--- src/rtl/mem_dump_engine_pkg.sv ---
// Shared constants for the RAM readback engine: FSM encoding and word geometry.
package mem_dump_engine_pkg;

  localparam logic [2:0] ST_IDLE    = 3'd0;
  localparam logic [2:0] ST_READ    = 3'd1;
  localparam logic [2:0] ST_CAPTURE = 3'd2;
  localparam logic [2:0] ST_SEND    = 3'd3;
  localparam logic [2:0] ST_DONE    = 3'd4;

  localparam int         BYTES_PER_WORD = 4;
  localparam int         WORD_BITS      = BYTES_PER_WORD * 8;
  localparam logic [1:0] LAST_BYTE_IDX  = 2'(BYTES_PER_WORD - 1);

endpackage

--- src/rtl/mem_dump_engine_if.sv ---
// Command, RAM read port and byte stream of the dump engine bundled together.
interface mem_dump_engine_if #(
  parameter int ADDR_WIDTH = 10,
  parameter int DATA_WIDTH = 32
);
  logic                  start;
  logic [ADDR_WIDTH-1:0] base_addr;
  logic [ADDR_WIDTH:0]   word_count;
  logic                  busy;
  logic                  done;
  logic                  mem_re;
  logic [ADDR_WIDTH-1:0] mem_addr;
  logic [DATA_WIDTH-1:0] mem_rdata;
  logic                  out_valid;
  logic [7:0]            out_data;
  logic                  out_last;
  logic                  out_ready;

  // master is the engine itself; slave is the controller/RAM/sink side
  modport master (
    input  start, base_addr, word_count, mem_rdata, out_ready,
    output busy, done, mem_re, mem_addr, out_valid, out_data, out_last
  );

  modport slave (
    output start, base_addr, word_count, mem_rdata, out_ready,
    input  busy, done, mem_re, mem_addr, out_valid, out_data, out_last
  );
endinterface

--- src/rtl/mem_dump_engine_serializer.sv ---
// Word-to-byte serializer: holds one captured word and presents it LSB byte first.
module mem_dump_serializer
  import mem_dump_engine_pkg::*;
(
  input  logic                 clk,
  input  logic                 rst,
  input  logic                 load,
  input  logic [WORD_BITS-1:0] word,
  input  logic                 final_word,
  input  logic                 ready,
  output logic                 valid,
  output logic [7:0]           data,
  output logic                 last,
  output logic                 word_done
);

  logic [WORD_BITS-1:0] shift_reg;
  logic [1:0]           idx_reg;
  logic                 valid_reg;
  logic                 accept;

  assign accept    = valid_reg && ready;
  assign word_done = accept && (idx_reg == LAST_BYTE_IDX);

  always_ff @(posedge clk or posedge rst) begin
    if (rst) begin
      shift_reg <= '0;
      idx_reg   <= '0;
      valid_reg <= 1'b0;
    end else if (load) begin
      shift_reg <= word;
      idx_reg   <= '0;
      valid_reg <= 1'b1;
    end else if (accept) begin
      shift_reg <= {8'h00, shift_reg[WORD_BITS-1:8]};
      idx_reg   <= idx_reg + 2'd1;
      if (idx_reg == LAST_BYTE_IDX) begin
        valid_reg <= 1'b0;
      end
    end
  end

  // Outputs come straight from registers, so a stalled byte stays put
  assign valid = valid_reg;
  assign data  = shift_reg[7:0];
  assign last  = (idx_reg == LAST_BYTE_IDX) && final_word;

endmodule

--- src/rtl/mem_dump_engine.sv ---
// Reads a contiguous run of RAM words and streams them out as little-endian bytes.
module mem_dump_engine
  import mem_dump_engine_pkg::*;
#(
  parameter int ADDR_WIDTH = 10,
  parameter int DATA_WIDTH = 32
) (
  input  logic               clk,
  input  logic               rst,
  mem_dump_engine_if.master  bus
);

  localparam logic [ADDR_WIDTH:0] REM_ONE = {{ADDR_WIDTH{1'b0}}, 1'b1};

  logic [2:0]            state_reg;
  logic [2:0]            state_next;
  logic [ADDR_WIDTH-1:0] addr_reg;
  logic [ADDR_WIDTH:0]   remaining_reg;
  logic [DATA_WIDTH-1:0] rdata_word;
  logic                  word_done;
  logic                  more_words;

  assign rdata_word = bus.mem_rdata;
  assign more_words = remaining_reg > REM_ONE;

  always_comb begin
    state_next = state_reg;
    case (state_reg)
      ST_IDLE: begin
        if (bus.start) begin
          state_next = (bus.word_count == '0) ? ST_DONE : ST_READ;
        end
      end
      ST_READ:    state_next = ST_CAPTURE;
      ST_CAPTURE: state_next = ST_SEND;
      ST_SEND: begin
        if (word_done) begin
          state_next = more_words ? ST_READ : ST_DONE;
        end
      end
      ST_DONE:    state_next = ST_IDLE;
      default:    state_next = ST_IDLE;
    endcase
  end

  always_ff @(posedge clk or posedge rst) begin
    if (rst) begin
      state_reg     <= ST_IDLE;
      addr_reg      <= '0;
      remaining_reg <= '0;
    end else begin
      state_reg <= state_next;
      if (state_reg == ST_IDLE && bus.start) begin
        addr_reg      <= bus.base_addr;
        remaining_reg <= bus.word_count;
      end else if (state_reg == ST_SEND && word_done && more_words) begin
        // address wraps naturally at the RAM size
        addr_reg      <= addr_reg + ADDR_WIDTH'(1);
        remaining_reg <= remaining_reg - REM_ONE;
      end
    end
  end

  mem_dump_serializer u_serializer (
    .clk        (clk),
    .rst        (rst),
    .load       (state_reg == ST_CAPTURE),
    .word       (rdata_word),
    .final_word (remaining_reg == REM_ONE),
    .ready      (bus.out_ready),
    .valid      (bus.out_valid),
    .data       (bus.out_data),
    .last       (bus.out_last),
    .word_done  (word_done)
  );

  assign bus.busy     = (state_reg == ST_READ) || (state_reg == ST_CAPTURE) ||
                        (state_reg == ST_SEND);
  assign bus.done     = (state_reg == ST_DONE);
  assign bus.mem_re   = (state_reg == ST_READ);
  assign bus.mem_addr = addr_reg;

endmodule

--- src/flat_wrapper.sv ---
// flat-port wrapper written by rule: the top's interface ports become plain ports
module mem_dump_engine_flat import mem_dump_engine_pkg::*;
#(
  parameter int ADDR_WIDTH = 10,
  parameter int DATA_WIDTH = 32
)
  (clk, rst, bus_start, bus_base_addr, bus_word_count, bus_mem_rdata, bus_out_ready, bus_busy, bus_done, bus_mem_re, bus_mem_addr, bus_out_valid, bus_out_data, bus_out_last);
  mem_dump_engine_if #(.ADDR_WIDTH(ADDR_WIDTH), .DATA_WIDTH(DATA_WIDTH)) bus_i ();
  input  logic clk;
  input  logic rst;
  input wire logic [$bits(bus_i.start)-1:0] bus_start;
  input wire logic [$bits(bus_i.base_addr)-1:0] bus_base_addr;
  input wire logic [$bits(bus_i.word_count)-1:0] bus_word_count;
  input wire logic [$bits(bus_i.mem_rdata)-1:0] bus_mem_rdata;
  input wire logic [$bits(bus_i.out_ready)-1:0] bus_out_ready;
  output wire logic [$bits(bus_i.busy)-1:0] bus_busy;
  output wire logic [$bits(bus_i.done)-1:0] bus_done;
  output wire logic [$bits(bus_i.mem_re)-1:0] bus_mem_re;
  output wire logic [$bits(bus_i.mem_addr)-1:0] bus_mem_addr;
  output wire logic [$bits(bus_i.out_valid)-1:0] bus_out_valid;
  output wire logic [$bits(bus_i.out_data)-1:0] bus_out_data;
  output wire logic [$bits(bus_i.out_last)-1:0] bus_out_last;
  assign bus_i.start = bus_start;
  assign bus_i.base_addr = bus_base_addr;
  assign bus_i.word_count = bus_word_count;
  assign bus_i.mem_rdata = bus_mem_rdata;
  assign bus_i.out_ready = bus_out_ready;
  assign bus_busy = bus_i.busy;
  assign bus_done = bus_i.done;
  assign bus_mem_re = bus_i.mem_re;
  assign bus_mem_addr = bus_i.mem_addr;
  assign bus_out_valid = bus_i.out_valid;
  assign bus_out_data = bus_i.out_data;
  assign bus_out_last = bus_i.out_last;
  mem_dump_engine #(.ADDR_WIDTH(ADDR_WIDTH), .DATA_WIDTH(DATA_WIDTH)) u_core (.clk(clk), .rst(rst), .bus(bus_i));
endmodule
--- config.mk ---
export PLATFORM = sky130hd
export DESIGN_NAME = mem_dump_engine_flat
export DESIGN_NICKNAME = d
export VERILOG_FILES = /design/src/rtl/mem_dump_engine_pkg.sv /design/src/rtl/mem_dump_engine_if.sv /design/src/rtl/mem_dump_engine_serializer.sv /design/src/rtl/mem_dump_engine.sv /design/src/flat_wrapper.sv
export SDC_FILE = /design/constraint.sdc
export NUM_CORES = 1
export LEC_CHECK = 0
export CAP_MARGIN = 0
export CORE_MARGIN = 4
export CORE_UTILIZATION = 30
export CTS_BUF_LIST = sky130_fd_sc_hd__clkbuf_4
export DETAILED_ROUTE_END_ITERATION = 6
export SYNTH_ARGS = -nofsm -noshare
export SYNTH_HDL_FRONTEND = slang
export SYNTH_SLANG_ARGS = --single-unit
--- constraint.sdc ---
create_clock -name clk -period 5.2 [get_ports clk]
set_input_delay 1.56 -clock clk [delete_from_list [all_inputs] [get_ports clk]]
set_output_delay 1.56 -clock clk [all_outputs]
set_load 0.01 [all_outputs]
# == Word level (Yosys, flattened, before mapping) ==
# Index checks and enable logic that the tools add are counted.
# word_totals
ff_bits,59
inputBits,57
output_inout_bits,23
wordCells,49
# classes
n_addsub,3
order_cmp,1
eq_ne,8
muxes,16
n_reduce_logical,15
# ops
op,n
$mux 32,2
$mux 11,2
$mux 10,2
$mux 3,4
$pmux 3 s4,1
$eq 11x1->1 const B,1
$gt 11x1->1 const B,1
$logic_not 11->1,1
$sub 11x1->11 const B,1
$add 10x1->10 const B,1
$eq 3x2->1 const B,2
$logic_and 1x1->1,6
$reduce_bool 2->1,3
$mux 2,2
$reduce_and 2->1,2
$eq 3x1->1 const B,1
$eq 3x3->1 const B,1
$logic_not 3->1,1
$mux 1,3
$add 2x1->2 const B,1
$eq 2x2->1 const B,1
$logic_or 1x1->1,2
$ne 2x1->1 const B,1
$ne 2x2->1 const B,1

# == Depth between registers and ports, before layout ==
# logic_depth
ltp_word,6
depth_mapped,8
depth_no_buf,6

# == Cells and area by module ==
# Synthesis repeated with hierarchy kept, for this count alone.
# hier_totals
hier_cells,364
hier_area_um2,3508.4
# by_module_without_submodules
mod,instances,cells_per_inst,area_per_inst_um2,seq_area_each_um2
mem_dump_serializer,1,195,2005.7,875.8
mem_dump_engine,1,169,1502.7,600.6

# == Worst setup path before layout ==
# No wires, ideal clock.
# synth_path
path_kind,reg2out
start,register u_core.remaining_reg[2]
end,output bus_out_last
arrival_time_ps,1324
required_ps,3640
slack_ps,2316
stages_incl_launch_ff,4
n_path_buf,0
cell_sequence,dfrtp_1 -> nor4_1 -> nand2_1 -> nor3_1
# synth_via
elab_chain_cells,2
# synth_lines
element,line,rtl
"start, declared",mem_dump_engine.sv:18,logic [ADDR_WIDTH:0] remaining_reg;
"start signal, assigned",mem_dump_engine.sv:55,remaining_reg <= bus.word_count;
"start signal, assigned",mem_dump_engine.sv:59,remaining_reg <= remaining_reg - REM_ONE;
$eq 11x1->1,mem_dump_engine.sv:69,".final_word (remaining_reg == REM_ONE),"
$logic_and 1x1->1,mem_dump_engine_serializer.sv:46,assign last = (idx_reg == LAST_BYTE_IDX) && final_word;
"end, declared",flat_wrapper.sv:22,output wire logic [$bits(bus_i.out_last)-1:0] bus_out_last;
# No other way between the ends.

# == Final worst setup path ==
# Same ends and word-level chain as after synthesis.

==> run_results.csv <==
group,metric,value,unit
global_route,grt_use_total,0.135,
sta,drv_slew,0,
sta,period_share,0.764,
critical_path,critPathLaunchType,"flop",
clock_network,clock_sinks,59,
synthesis,syn_area,3160,um^2
clock_network,clkLatencyLatePin,400,ps
route,wl,8.17,mm
sta,tightest_slew,960,ps
sta,finalSetupTns,0,ps
synthesis,yosys.area.top_type_share,0.468,
synthesis,yosys.cell_types.count,42,
sta,setup_ws,1230,ps
route,drt_iter0_markers,89,
sta,hold_slack,534,ps
route,via_per_inst,5.07,
cells_and_area,final_cell_mix,"clkdlybuf4s50_1, dfrtp_1, nand2_1, o21ai_0",
place,dp_hpwl,5.76,mm
synthesis,synth_largest_area_cell,"dfrtp_1",
die,die-width,111,um
die,rows,37,
cells_and_area,fin_area,4150,um^2
synthesis,synth_warnings,0,
cells_and_area,final_util,0.404,
clock_network,cts_resized,0,
place,place_congestion,0.791,
clock_network,cts_buffers,9,
critical_path,critical_path.startpoint,"u_core.remaining_reg[2]$_DFFE_PP0P_",
cells_and_area,drive_gt1_frac,0.0633,
synthesis,synth_flop_cell,"dfrtp_1",
global_route,grt_pass1_wl,13.5,mm
synthesis,synth.area.top_cells,"dfrtp_1, mux2i_1, nand2_1, o21ai_0, or4_1",
synthesis,syn_inst,342,
global_route,grt.overflow.total,0,
route,via_count,2773,
sta,setup_viol,0,
synthesis,synth_seq_cells,59,
route,final_antenna_net_count,0,
synthesis,async_flop_share,1.00,
place,dp_cells,531,
cells_and_area,largest_register_ff_count,32,
sta,fin_crit,3970,ps
die,core-area,10300,um^2
die,io_pins,80,
flow_run,drv_cap,0,
global_route,antenna_found_initial,0,
route,drc,0,
synthesis,syn_avg_cell_area,9.23,um^2
power_and_ir_drop,leakage,1.65,nW
clock_network,clk_path_buf_depth,2,
cells_and_area,syn2layout_area_growth,31.3,%
cells_and_area,stdcell_count,547,
sta,hold_viol,0,
clock_network,cts_setup_buffers,0,
clock_network,root_buffer,"clkbuf_4",
cells_and_area,antenna_cells,0,
synthesis,syn_nets,403,
cells_and_area,final_common_cell,"clkdlybuf4s50_1",
die,initial_core_util,0.307,
critical_path,path_max_fanout,7,
route,wl_per_cell,14.9,um
route,first_pass_iters,6,
sta,skew,15.0,ps
critical_path,reg2reg_slack,2660,ps
critical_path,r2r_start,"u_core.remaining_reg[2]$_DFFE_PP0P_",
critical_path,end_kind,"output pin",
global_route,grt_max_degree,68,
sta,fmax,252,MHz
power_and_ir_drop,vdd_drop_max,0.000179,V
clock_network,cts.clk_slew.worst_paths,90,ps
critical_path,cp.arrival,2410,ps
die,die_area,12200,um^2
cells_and_area,nNetsFinal,467,
run_status,outcome,"completed",
die,die_height,111,um
critical_path,cp-endpoint,"bus_out_last",
critical_path,worstReg2RegEnd,"u_core.bus.mem_addr[1]$_DFFE_PP0P_",
synthesis,synth-edff-count,0,
sta,maxSlewHeadroom,0.358,
place,place_ws,1270,ps
critical_path,cp.required,3640,ps
clock_network,cts_tree,"yes",
clock_network,h-tree-depth,3,
sta,rsz0062_at_grt,"no",
global_route,first_global_vias,2666,
clock_network,hold_buffers,0,
critical_path,rr_worst_depth,5,
critical_path,worstSetupPathType,"reg -> out",
power_and_ir_drop,fin_total_pwr,1.90,mW
power_and_ir_drop,powerDensity,457,nW/um^2
place,placed_area,4020,um^2
place,io_buffers,79,
min_path,hold_path_class,"reg -> reg",
synthesis,yosysSeqAreaShare,0.468,
## layout make-up
class                           count  area [um^2]
Timing Repair Buffer               84          828
Tap cell                          136          170
Multi-Input combinational cell    249         1530
Sequential cell                    59         1480
Inverter                            3         11.3
Fill cell                        1036         6130
Clock inverter                      4         41.3
Clock buffer                       12         90.1
## cell usage after synthesis, types with 2 or more instances
library cell	n
nor4b_2	2
nand2_1	56
a31oi_1	14
o31ai_1	11
nand3_1	14
mux2i_1	24
and4_1	2
ha_1	4
o311ai_0	4
dfrtp_1	59
buf_4	9
or3_1	5
nand4_1	2
nor3b_1	3
nor2_1	24
clkbuf_1	17
nor4_1	5
or4_1	16
and3_1	3
o21ai_0	36
and2_1	2
buf_2	5
inv_1	3
nor3_1	4
## cells by family (layout without fill, tap and decap cells)
group | count (synthesis) | after routing | share of synthesized area
AO/OA/AOI/OAI | 76 | 76 | 0.151
XOR/XNOR | 1 | 1 | 0.00277
adder cells (fa/ha/maj) | 4 | 4 | 0.0158
buffers and inverters | 34 | 103 | 0.0531
flip-flops | 59 | 59 | 0.468
multiplexers | 24 | 24 | 0.0761
AND/OR/NAND/NOR | 144 | 144 | 0.234
## power breakdown
part	internal [mW]	total, mW	switching, mW	leakage (nW)
Clock	0.159	0.322	0.163	0.0740
Sequential	0.660	0.853	0.193	0.722
Combinational	0.378	0.721	0.343	0.859
Total	1.20	1.90	0.699	1.65
## critical path: stages, from the launching register on
cell             delay (ps)
dfrtp_1                 450
nor4_1                  570
nand2_1                 160
nor3_1                  270
clkdlybuf4s50_1         580
## how the worst min path moves through the flow
stage                                                    endpoint  depth (start not counted)  slack [ps]                                           from
global route        u_core.u_serializer.shift_reg[27]$_DFFE_PP0P_                          2         560  u_core.u_serializer.shift_reg[27]$_DFFE_PP0P_
finish              u_core.u_serializer.shift_reg[30]$_DFFE_PP0P_                          2         530  u_core.u_serializer.shift_reg[30]$_DFFE_PP0P_
global placement    u_core.u_serializer.shift_reg[29]$_DFFE_PP0P_                          2         520  u_core.u_serializer.shift_reg[29]$_DFFE_PP0P_
CTS                 u_core.u_serializer.shift_reg[27]$_DFFE_PP0P_                          2         540  u_core.u_serializer.shift_reg[27]$_DFFE_PP0P_
floorplan           u_core.u_serializer.shift_reg[24]$_DFFE_PP0P_                          2         500  u_core.u_serializer.shift_reg[24]$_DFFE_PP0P_
detailed placement  u_core.u_serializer.shift_reg[27]$_DFFE_PP0P_                          2         520  u_core.u_serializer.shift_reg[27]$_DFFE_PP0P_
## per-layer routing
| metal | share of wire | vias up | track usage |
|---|---|---|---|
| met5 | 0 | - | 0 |
| met4 | 0.016 | 0 | 0.0517 |
| met3 | 0.023 | 10 | 0.0296 |
| met2 | 0.48 | 44 | 0.213 |
| met1 | 0.48 | 1332 | 0.180 |
| li1 | - | 1387 | - |
Note: power is estimated with default switching activity, not from simulation.
